### config.mk
export PLATFORM = sky130hd
export DESIGN_NAME = systolic_result_writeback
export DESIGN_NICKNAME = d
export VERILOG_FILES = /design/src/rtl/tpu_pkg.sv /design/src/rtl/wb_row_fifo.sv /design/src/rtl/systolic_result_writeback.sv
export SDC_FILE = /design/constraint.sdc
export NUM_CORES = 2
export LEC_CHECK = 0
export ABC_AREA = 1
export CAP_MARGIN = 30
export CORE_AREA = 2 2 618 620
export DETAILED_ROUTE_END_ITERATION = 12
export DIE_AREA = 0 0 620 622
export DONT_BUFFER_PORTS = 1
export PLACE_DENSITY_LB_ADDON = 0.08
export SLEW_MARGIN = 20
export SYNTH_ARGS = -nofsm -noshare
export SYNTH_HDL_FRONTEND = slang
export SYNTH_SLANG_ARGS = --single-unit
### constraint.sdc
create_clock -name clk -period 92.8 [get_ports clk]
set_input_delay 23.2 -clock clk [delete_from_list [all_inputs] [get_ports clk]]
set_output_delay 23.2 -clock clk [all_outputs]
set_load 0.05 [all_outputs]
### src/rtl/tpu_pkg.sv
// Shared definitions for the TPU result path: default widths, write-back
// state encoding and the requantisation helper.
package tpu_pkg;

    localparam int unsigned ACC_WIDTH = 32;
    localparam int unsigned OUT_WIDTH = 16;
    localparam int unsigned DATASET_W = 2;

    localparam logic [1:0] WB_IDLE   = 2'd0;
    localparam logic [1:0] WB_ACTIVE = 2'd1;
    localparam logic [1:0] WB_DRAIN  = 2'd2;
    localparam logic [1:0] WB_DONE   = 2'd3;

    // Arithmetic right shift, then clamp to a signed out_w-bit range.
    function automatic logic signed [63:0] sat_shift(
        input logic signed [63:0] acc,
        input int unsigned        shift,
        input int unsigned        out_w
    );
        logic signed [63:0] q;
        logic signed [63:0] hi;
        logic signed [63:0] lo;
        logic signed [63:0] res;
        q  = acc >>> shift;
        hi = (64'sd1 <<< (out_w - 1)) - 64'sd1;
        lo = -hi - 64'sd1;
        res = q;
        if (q > hi) begin
            res = hi;
        end else if (q < lo) begin
            res = lo;
        end
        return res;
    endfunction

endpackage

### src/rtl/wb_row_fifo.sv
// Row buffer between the quantiser and the output SRAM port; the head entry
// is read straight from registered storage.
module wb_row_fifo #(
    parameter int unsigned WIDTH = 8,
    parameter int unsigned DEPTH = 4
) (
    input  logic             clk,
    input  logic             rst,
    input  logic             push_i,
    input  logic             pop_i,
    input  logic [WIDTH-1:0] wdata_i,
    output logic [WIDTH-1:0] rdata_o,
    output logic             full_o,
    output logic             empty_o
);

    localparam int unsigned AW = $clog2(DEPTH);

    logic [AW:0]      wr_ptr_q;
    logic [AW:0]      rd_ptr_q;
    logic [WIDTH-1:0] mem_q [DEPTH];

    // Pointers carry one extra wrap bit so full and empty stay distinct.
    always_ff @(posedge clk) begin
        if (rst) begin
            wr_ptr_q <= '0;
            rd_ptr_q <= '0;
            for (int i = 0; i < int'(DEPTH); i++) begin
                mem_q[i] <= '0;
            end
        end else begin
            if (push_i) begin
                mem_q[wr_ptr_q[AW-1:0]] <= wdata_i;
                wr_ptr_q <= wr_ptr_q + (AW+1)'(1);
            end
            if (pop_i) begin
                rd_ptr_q <= rd_ptr_q + (AW+1)'(1);
            end
        end
    end

    assign rdata_o = mem_q[rd_ptr_q[AW-1:0]];
    assign empty_o = (wr_ptr_q == rd_ptr_q);
    assign full_o  = (wr_ptr_q[AW] != rd_ptr_q[AW]) &&
                     (wr_ptr_q[AW-1:0] == rd_ptr_q[AW-1:0]);

endmodule

### src/rtl/systolic_result_writeback.sv
// Captures result rows from the systolic array, requantises them, buffers them
// and writes them to the output SRAM, then signals end of job write-back.
module systolic_result_writeback #(
    parameter int unsigned ARRAY_SIZE = 32,
    parameter int unsigned ACC_WIDTH  = tpu_pkg::ACC_WIDTH,
    parameter int unsigned OUT_WIDTH  = tpu_pkg::OUT_WIDTH,
    parameter int unsigned SHIFT      = 8,
    parameter int unsigned FIFO_DEPTH = 4,
    parameter int unsigned IDX_WIDTH  = $clog2(ARRAY_SIZE)
) (
    input  logic                                 clk,
    input  logic                                 rst,
    input  logic                                 row_wr_en,
    input  logic [IDX_WIDTH-1:0]                 matrix_index,
    input  logic [tpu_pkg::DATASET_W-1:0]        data_set,
    input  logic [ARRAY_SIZE*ACC_WIDTH-1:0]      row_data,
    input  logic                                 tpu_done,
    output logic                                 out_valid,
    input  logic                                 out_ready,
    output logic [IDX_WIDTH+1:0]                 out_addr,
    output logic [ARRAY_SIZE*OUT_WIDTH-1:0]      out_data,
    output logic [IDX_WIDTH+2:0]                 rows_written,
    output logic                                 overflow,
    output logic                                 wb_done,
    output logic                                 busy
);

    import tpu_pkg::*;

    localparam int unsigned ADDR_W  = IDX_WIDTH + DATASET_W;
    localparam int unsigned ROW_W   = ARRAY_SIZE * OUT_WIDTH;
    localparam int unsigned ENTRY_W = ADDR_W + ROW_W;
    localparam int unsigned CNT_W   = IDX_WIDTH + 3;

    logic [ROW_W-1:0]   quant_row;
    logic               s1_valid_q;
    logic [ADDR_W-1:0]  s1_addr_q;
    logic [ROW_W-1:0]   s1_data_q;
    logic               fifo_push;
    logic               fifo_pop;
    logic               fifo_full;
    logic               fifo_empty;
    logic               row_drop;
    logic [ENTRY_W-1:0] fifo_head;
    logic [1:0]         state_q, state_d;
    logic [CNT_W-1:0]   rows_written_q, rows_written_d;
    logic               overflow_q, overflow_d;
    logic               wb_done_q, wb_done_d;
    logic               busy_q, busy_d;
    logic               job_start;

    // Per-element requantisation of the incoming accumulator row.
    for (genvar i = 0; i < int'(ARRAY_SIZE); i++) begin : g_quant
        logic signed [ACC_WIDTH-1:0] acc;
        assign acc = row_data[i*ACC_WIDTH +: ACC_WIDTH];
        assign quant_row[i*OUT_WIDTH +: OUT_WIDTH] =
            OUT_WIDTH'(sat_shift(64'(acc), SHIFT, OUT_WIDTH));
    end

    always_ff @(posedge clk) begin
        if (rst) begin
            s1_valid_q <= 1'b0;
            s1_addr_q  <= '0;
            s1_data_q  <= '0;
        end else begin
            s1_valid_q <= row_wr_en;
            if (row_wr_en) begin
                s1_addr_q <= {data_set, matrix_index};
                s1_data_q <= quant_row;
            end
        end
    end

    // A pop in the same cycle frees the slot, so a full FIFO can still accept.
    assign fifo_pop  = !fifo_empty && out_ready;
    assign fifo_push = s1_valid_q && (!fifo_full || fifo_pop);
    assign row_drop  = s1_valid_q && fifo_full && !fifo_pop;

    wb_row_fifo #(
        .WIDTH (ENTRY_W),
        .DEPTH (FIFO_DEPTH)
    ) u_fifo (
        .clk     (clk),
        .rst     (rst),
        .push_i  (fifo_push),
        .pop_i   (fifo_pop),
        .wdata_i ({s1_addr_q, s1_data_q}),
        .rdata_o (fifo_head),
        .full_o  (fifo_full),
        .empty_o (fifo_empty)
    );

    always_ff @(posedge clk) begin
        if (rst) begin
            state_q        <= WB_IDLE;
            rows_written_q <= '0;
            overflow_q     <= 1'b0;
            wb_done_q      <= 1'b0;
            busy_q         <= 1'b0;
        end else begin
            state_q        <= state_d;
            rows_written_q <= rows_written_d;
            overflow_q     <= overflow_d;
            wb_done_q      <= wb_done_d;
            busy_q         <= busy_d;
        end
    end

    // Job sequencing plus the per-job counters, which reset on job entry.
    always_comb begin
        state_d   = state_q;
        job_start = 1'b0;
        case (state_q)
            WB_IDLE: begin
                job_start = row_wr_en;
                if (tpu_done) begin
                    state_d = WB_DRAIN;
                end else if (row_wr_en) begin
                    state_d = WB_ACTIVE;
                end
            end
            WB_ACTIVE: begin
                if (tpu_done) begin
                    state_d = WB_DRAIN;
                end
            end
            WB_DRAIN: begin
                if (!s1_valid_q && fifo_empty && !row_wr_en) begin
                    state_d = WB_DONE;
                end
            end
            default: state_d = WB_IDLE;
        endcase

        rows_written_d = rows_written_q;
        if (job_start) begin
            rows_written_d = '0;
        end else if (fifo_pop && (rows_written_q != '1)) begin
            rows_written_d = rows_written_q + CNT_W'(1);
        end

        overflow_d = job_start ? 1'b0 : overflow_q;
        if (row_drop) begin
            overflow_d = 1'b1;
        end

        wb_done_d = (state_d == WB_DONE);
        busy_d    = (state_d != WB_IDLE);
    end

    assign out_valid    = !fifo_empty;
    assign out_addr     = fifo_head[ENTRY_W-1 -: ADDR_W];
    assign out_data     = fifo_head[ROW_W-1:0];
    assign rows_written = rows_written_q;
    assign overflow     = overflow_q;
    assign wb_done      = wb_done_q;
    assign busy         = busy_q;

endmodule

# Yosys cells after proc, flatten, opt, wreduce, memory -nomap -nowiden
# Memory sizes are Yosys's and may differ from the RTL's. A register that Yosys moved wholly into a read port is not among the register bits.
# Index checks and enable logic that the tools add are counted.
totals:
  latch_bits: 0
  rom_bits: 0
  mem_bits_rw: 2076
  mem_count: 1
  reg_bits: 539
  input_bits: 1036
memory_table:
  columns: ["name", "depth", "word_bits", "rd", "rd_clocked_by_memory_dff", "write_ports", "line", "text"]
  rows:
  - ["u_fifo.mem_q", 4, 519, 1, 1, 4, "wb_row_fifo.sv:21", "logic [WIDTH-1:0] mem_q [DEPTH];"]
op_classes:
  multipliers: 0
  div_mod_pow: 0
  n_bitwise: 0
  n_addsub: 3
  shifts: 0
  n_lt_le_gt_ge: 64
  mux: 82
  reduce_logical: 19
  eq_ne: 7
op_table:
  columns: ["cell", "n"]
  rows:
  - ["$mux W16", 64]
  - ["$gt A24 B16 Y1 const B", 32]
  - ["$lt A24 B16 Y1 const B", 32]
  - ["$mux W519", 1]
  - ["$reduce_or A519 Y1", 1]
  - ["$mux W2", 7]
  - ["$mux W1", 9]
  - ["$add A8 B1 Y8 const B", 1]
  - ["$logic_and A1 B1 Y1", 8]
  - ["$ne A8 B8 Y1 const B", 1]
  - ["$add A3 B1 Y3 const B", 2]
  - ["$pmux W2 S3", 1]
  - ["$logic_not A1 Y1", 5]
  - ["$eq A2 B2 Y1 const B", 2]
  - ["$reduce_bool A2 Y1", 2]
  - ["$eq A3 B3 Y1", 1]
  - ["$eq A2 B1 Y1 const B", 1]
  - ["$eq A2 B2 Y1", 1]
  - ["$logic_not A2 Y1", 1]
  - ["$reduce_or A2 Y1", 1]
  - ["$logic_or A1 B1 Y1", 1]
  - ["$ne A1 B1 Y1", 1]

# Depth between registers and ports, before layout
logic_depth:
  word_depth: 10
  mapped_depth: 11

# Hierarchy
# From an unflattened synthesis, not the netlist that was laid out.
hier_totals:
  cells_unflattened: 12767
  hier_area_um2: 118205.9
modules_own_cells:
  columns: ["module", "cells_per_inst", "seq_area_each_um2", "area_per_inst_um2", "n_inst"]
  rows:
  - ["wb_row_fifo", 8932, 62499.9, 92811.5, 1]
  - ["systolic_result_writeback", 3835, 10670.2, 25394.4, 1]

# Worst setup path before layout
# Ideal clock, no wire load.
synth_path:
  path_kind: "input to register"
  startpoint: "input port rst"
  endpoint: "memory u_fifo.mem_q[3][0] in the netlist's numbering (enable)"
  path_buffers: 1
  required_time_ps: 91387
  t_arrival_ps: 45201
  slack_ps: 46186
  stages: 5
  path_cell_list: "clkbuf_1 > inv_1 > nand3_2 > nor2_1 > nor2_1"
synth_lines:
  columns: ["item", "line", "text"]
  rows:
  - ["from (decl)", "systolic_result_writeback.sv:12", "input logic rst,"]
  - ["to (decl)", "wb_row_fifo.sv:21", null]

==> run summary <==
Fraction of the mapped netlist area in compound gates: 10.24%
Worst-case register-to-register setup slack: 85.37 ns
Worst Setup Start Kind: primary input
Highest net fanout along the worst path: 137
Number of max-slew violations in the final report: 0
Crit end category: register
Number of antenna violations at the first check in global routing: 52
Ordered list of cells on the worst path: buf_16 > inv_2 > buf_4 > nand3_4 > nor2_1 > nand2_4 > nand2_4 > buf_4 > buf_4 > buf_4 > buf_4
Worst reg2reg startpoint: u_fifo.wr_ptr_q[0]$_SDFFE_PP0P_
Endpoints failing hold: 0
Number of cells upsized or downsized after cts: 0
Min-Delay Path Class: reg -> reg
Yosys warnings: 0
H-tree depth: 5
Area added between synthesis and finish: 17.06%
Simple-Gate Fraction of Synth Area: 17.42%
Number of buffers added by the clock tree synthesis step: 312
Wire length of the first global-routing pass: 590500 um
Worst min-delay path startpoint: s1_data_q[511]$_SDFFE_PP0P_
Buffer type at the clock tree root: clkbuf_16
Die W: 620 um
Worst-Margin Slew: 1.091 ns
Number of buffers added on ports: 0
Fillcell total: 38984
Fin crit share: 32.07%
Pwr Density: 25.60 nW/um2
Final number of setup-violating endpoints: 0
Fraction of registers with async set/reset: 0%
Top cell type by total area after synthesis: edfxtp_1
Die H: 622 um
Place WS: 61.93 ns
Run status: complete, no violations
Highest Clock Rate: 0.03360 GHz
Clk Latency, worst-skew pair: 0.93 ns
Number of enable flip-flop cells after synthesis: 2076
Overall routing resource usage: 20.75%
TritonCTS clock tree: built
Critical Path Most Common Cell: buf_4
Number of cells produced by synthesis: 11704
Max-capacitance violation count: 0
Static power due to leakage: 47.85 nW
Final hold slack: 0.4594 ns
Remaining antenna violation count after routing: 0
Clock Skews: 0.07676 ns
Sum of routed wire length over all layers: 416100 um
Worst hold endpoint: s1_data_q[511]$_SDFFE_PP0P_
Number of stages on the worst hold path: 2
Multiplexer area fraction after synthesis: 0%
Final core occ: 34.35%
Max VDD drop: 14.21 uV
Number of library cell types mapped by synthesis: 21
Number of cells on the worst reg-to-reg path: 13
Number of post-CTS setup repair buffers: 0
RSZ-0062 raised after global routing: no
Final Wtd Congestion: 0.8236
PnR worst setup slack: 63.03 ns
Maximum number of pins on one net before global-route repair: 520
Starting utilization of the core area: 29.35%
Setup TNS after final layout: 0 ns
Highest-count cells in the layout ignoring fill and taps: nor2_1, edfxtp_1, nand2_1
Number of placed I/O pins: 1567
Final period demand of the worst path: 29.77 ns
Iter 0 DRT Violations: 6336
Post-synthesis share of cell area spent on full adders, half adders and majority gates: 0.03381%
Critical path start-end classification: in -> reg
Vias in the first global route: 81382
Average wire per cell in the routed design: 24.29 um
Capturing point of the worst reg2reg path: u_fifo.mem_q[2][489]$_SDFFCE_PN0P_
Number of clock sinks: 2617
Crit path required time: 93.31 ns
Xor and xnor area share after synthesis: 0.02366%
Post-synthesis sequential area ratio: 65.90%
Number of standard-cell rows in the floorplan: 226
Remaining max-slew budget at the tightest pin: 27.29%
Global-route congestion overflow total: 0
Drc violations: 0
Net count of the mapped netlist: 12743
Maximum cell stage delay along the critical path: 0.85 ns
Combinational family with the most area after synthesis: simple AND/OR/NAND/NOR gates
Number of hold buffers added after CTS: 0
Detailed placement HPWL: 246200 um
Die outline area: 385600 um2
Ranking of synthesized cells by area: edfxtp_1, nor2_1, dfxtp_1, nand2_1, o21ai_0
Cell area after technology mapping: 111000 um2
Synth Flop Type: edfxtp_1
CORE AREA: 378300 um2
Initial DRT Pass Iterations: 5
Maximum buffer depth of the clock tree: 4
Most common cell after layout, fill and taps aside: nor2_1
Vias post-DR: 83703
Share of cells above drive strength 1: 9.531%
Proportion of netlist area held by the largest area contributor: 56.14%
Via-per-instance ratio: 4.886
Worst EP arrival: 30.27 ns
Count of state elements after synthesis: 2617
Layout Nets: 12873
Mean cell area of the mapped netlist: 9.487 um2
Clock slew at the register clock pins of the worst setup and hold paths: 0.05 ns
Worst-path cell with the longest stage delay: buf_4
[through the flow]
step / instance area (um2) / std cells / total power, W
floorplan: 111000 / 11704 / 0.001872
global placement: 118400 / 16395 / 0.002114
detailed placement: 119600 / 16522 / 0.002143
CTS: 129700 / 17100 / 0.003368
global route: 130000 / 17127 / 0.003453
finish: 130000 / 17132 / 0.003328
[flip-flops by register name (all words and copies together) (netlist names), 2 cells and up, named ones only]
name	flops
rows_written	8
s1_addr_q	7
s1_data_q	512
state_q	2
u_fifo.mem_q	2076
u_fifo.rd_ptr_q	3
u_fifo.wr_ptr_q	3
[where the power goes]
group          internal, W  total, W  switching, W
Sequential         0.00132   0.00134     0.0000200
Clock             0.000701   0.00122      0.000515
Combinational     0.000164  0.000771      0.000607
[worst max path at each step]
stage	end	slack (ns)	startpoint
after floorplan	u_fifo.mem_q[3][0]$_DFFE_PP_	46.19	rst
after global placement	u_fifo.mem_q[2][394]$_SDFFCE_PN0P_	61.84	rst
after detailed placement	u_fifo.mem_q[2][397]$_SDFFCE_PN0P_	61.93	rst
after CTS	u_fifo.mem_q[2][491]$_SDFFCE_PN0P_	62.92	rst
after global routing	u_fifo.mem_q[2][489]$_SDFFCE_PN0P_	62.60	rst
final	u_fifo.mem_q[2][489]$_SDFFCE_PN0P_	63.03	rst
[synth_stat cells, drive strengths merged (10+ instances only)]
library cell  instances
a21oi               564
buf                 221
clkbuf              544
dfxtp               541
edfxtp             2076
inv                1053
nand2              1748
nand3                10
nand4                40
nor2               3322
o21ai              1054
o22ai               519
[area by class of cell]
type / instances / area (um2) / share of cell area (%)
Sequential cell: 2617 / 73180 / 56.30
Multi-Input combinational cell: 7268 / 31500 / 24.23
Clock buffer: 455 / 8856 / 6.813
Tap cell: 5016 / 6276 / 4.828
Timing Repair Buffer: 581 / 4918 / 3.784
Inverter: 1054 / 3979 / 3.061
Clock inverter: 123 / 1230 / 0.9462
Antenna cell: 18 / 45.04 / 0.03465
[critical path, delay by kind of cell]
family        cells  cell delay, ns
simple gates      4            2.58
buf+inv           7            4.09
[metal layers]
| metal | track usage (%) | wire [um] | vias up |
|---|---|---|---|
| met1 | 26.27 | 173500 | 41857 |
| met5 | 0 | 138 | - |
| met2 | 35.24 | 202600 | 2458 |
| met4 | 5.845 | 11150 | 20 |
| li1 | - | - | 38884 |
| met3 | 4.735 | 28700 | 484 |
[logic make-up after synthesis]
family,after synthesis
simple gates,5121
flops,2617
compound gates,2141
buf+inv,1819
xor+xnor,3
fa+ha+maj,3
(Power assumes the default switching activity.)
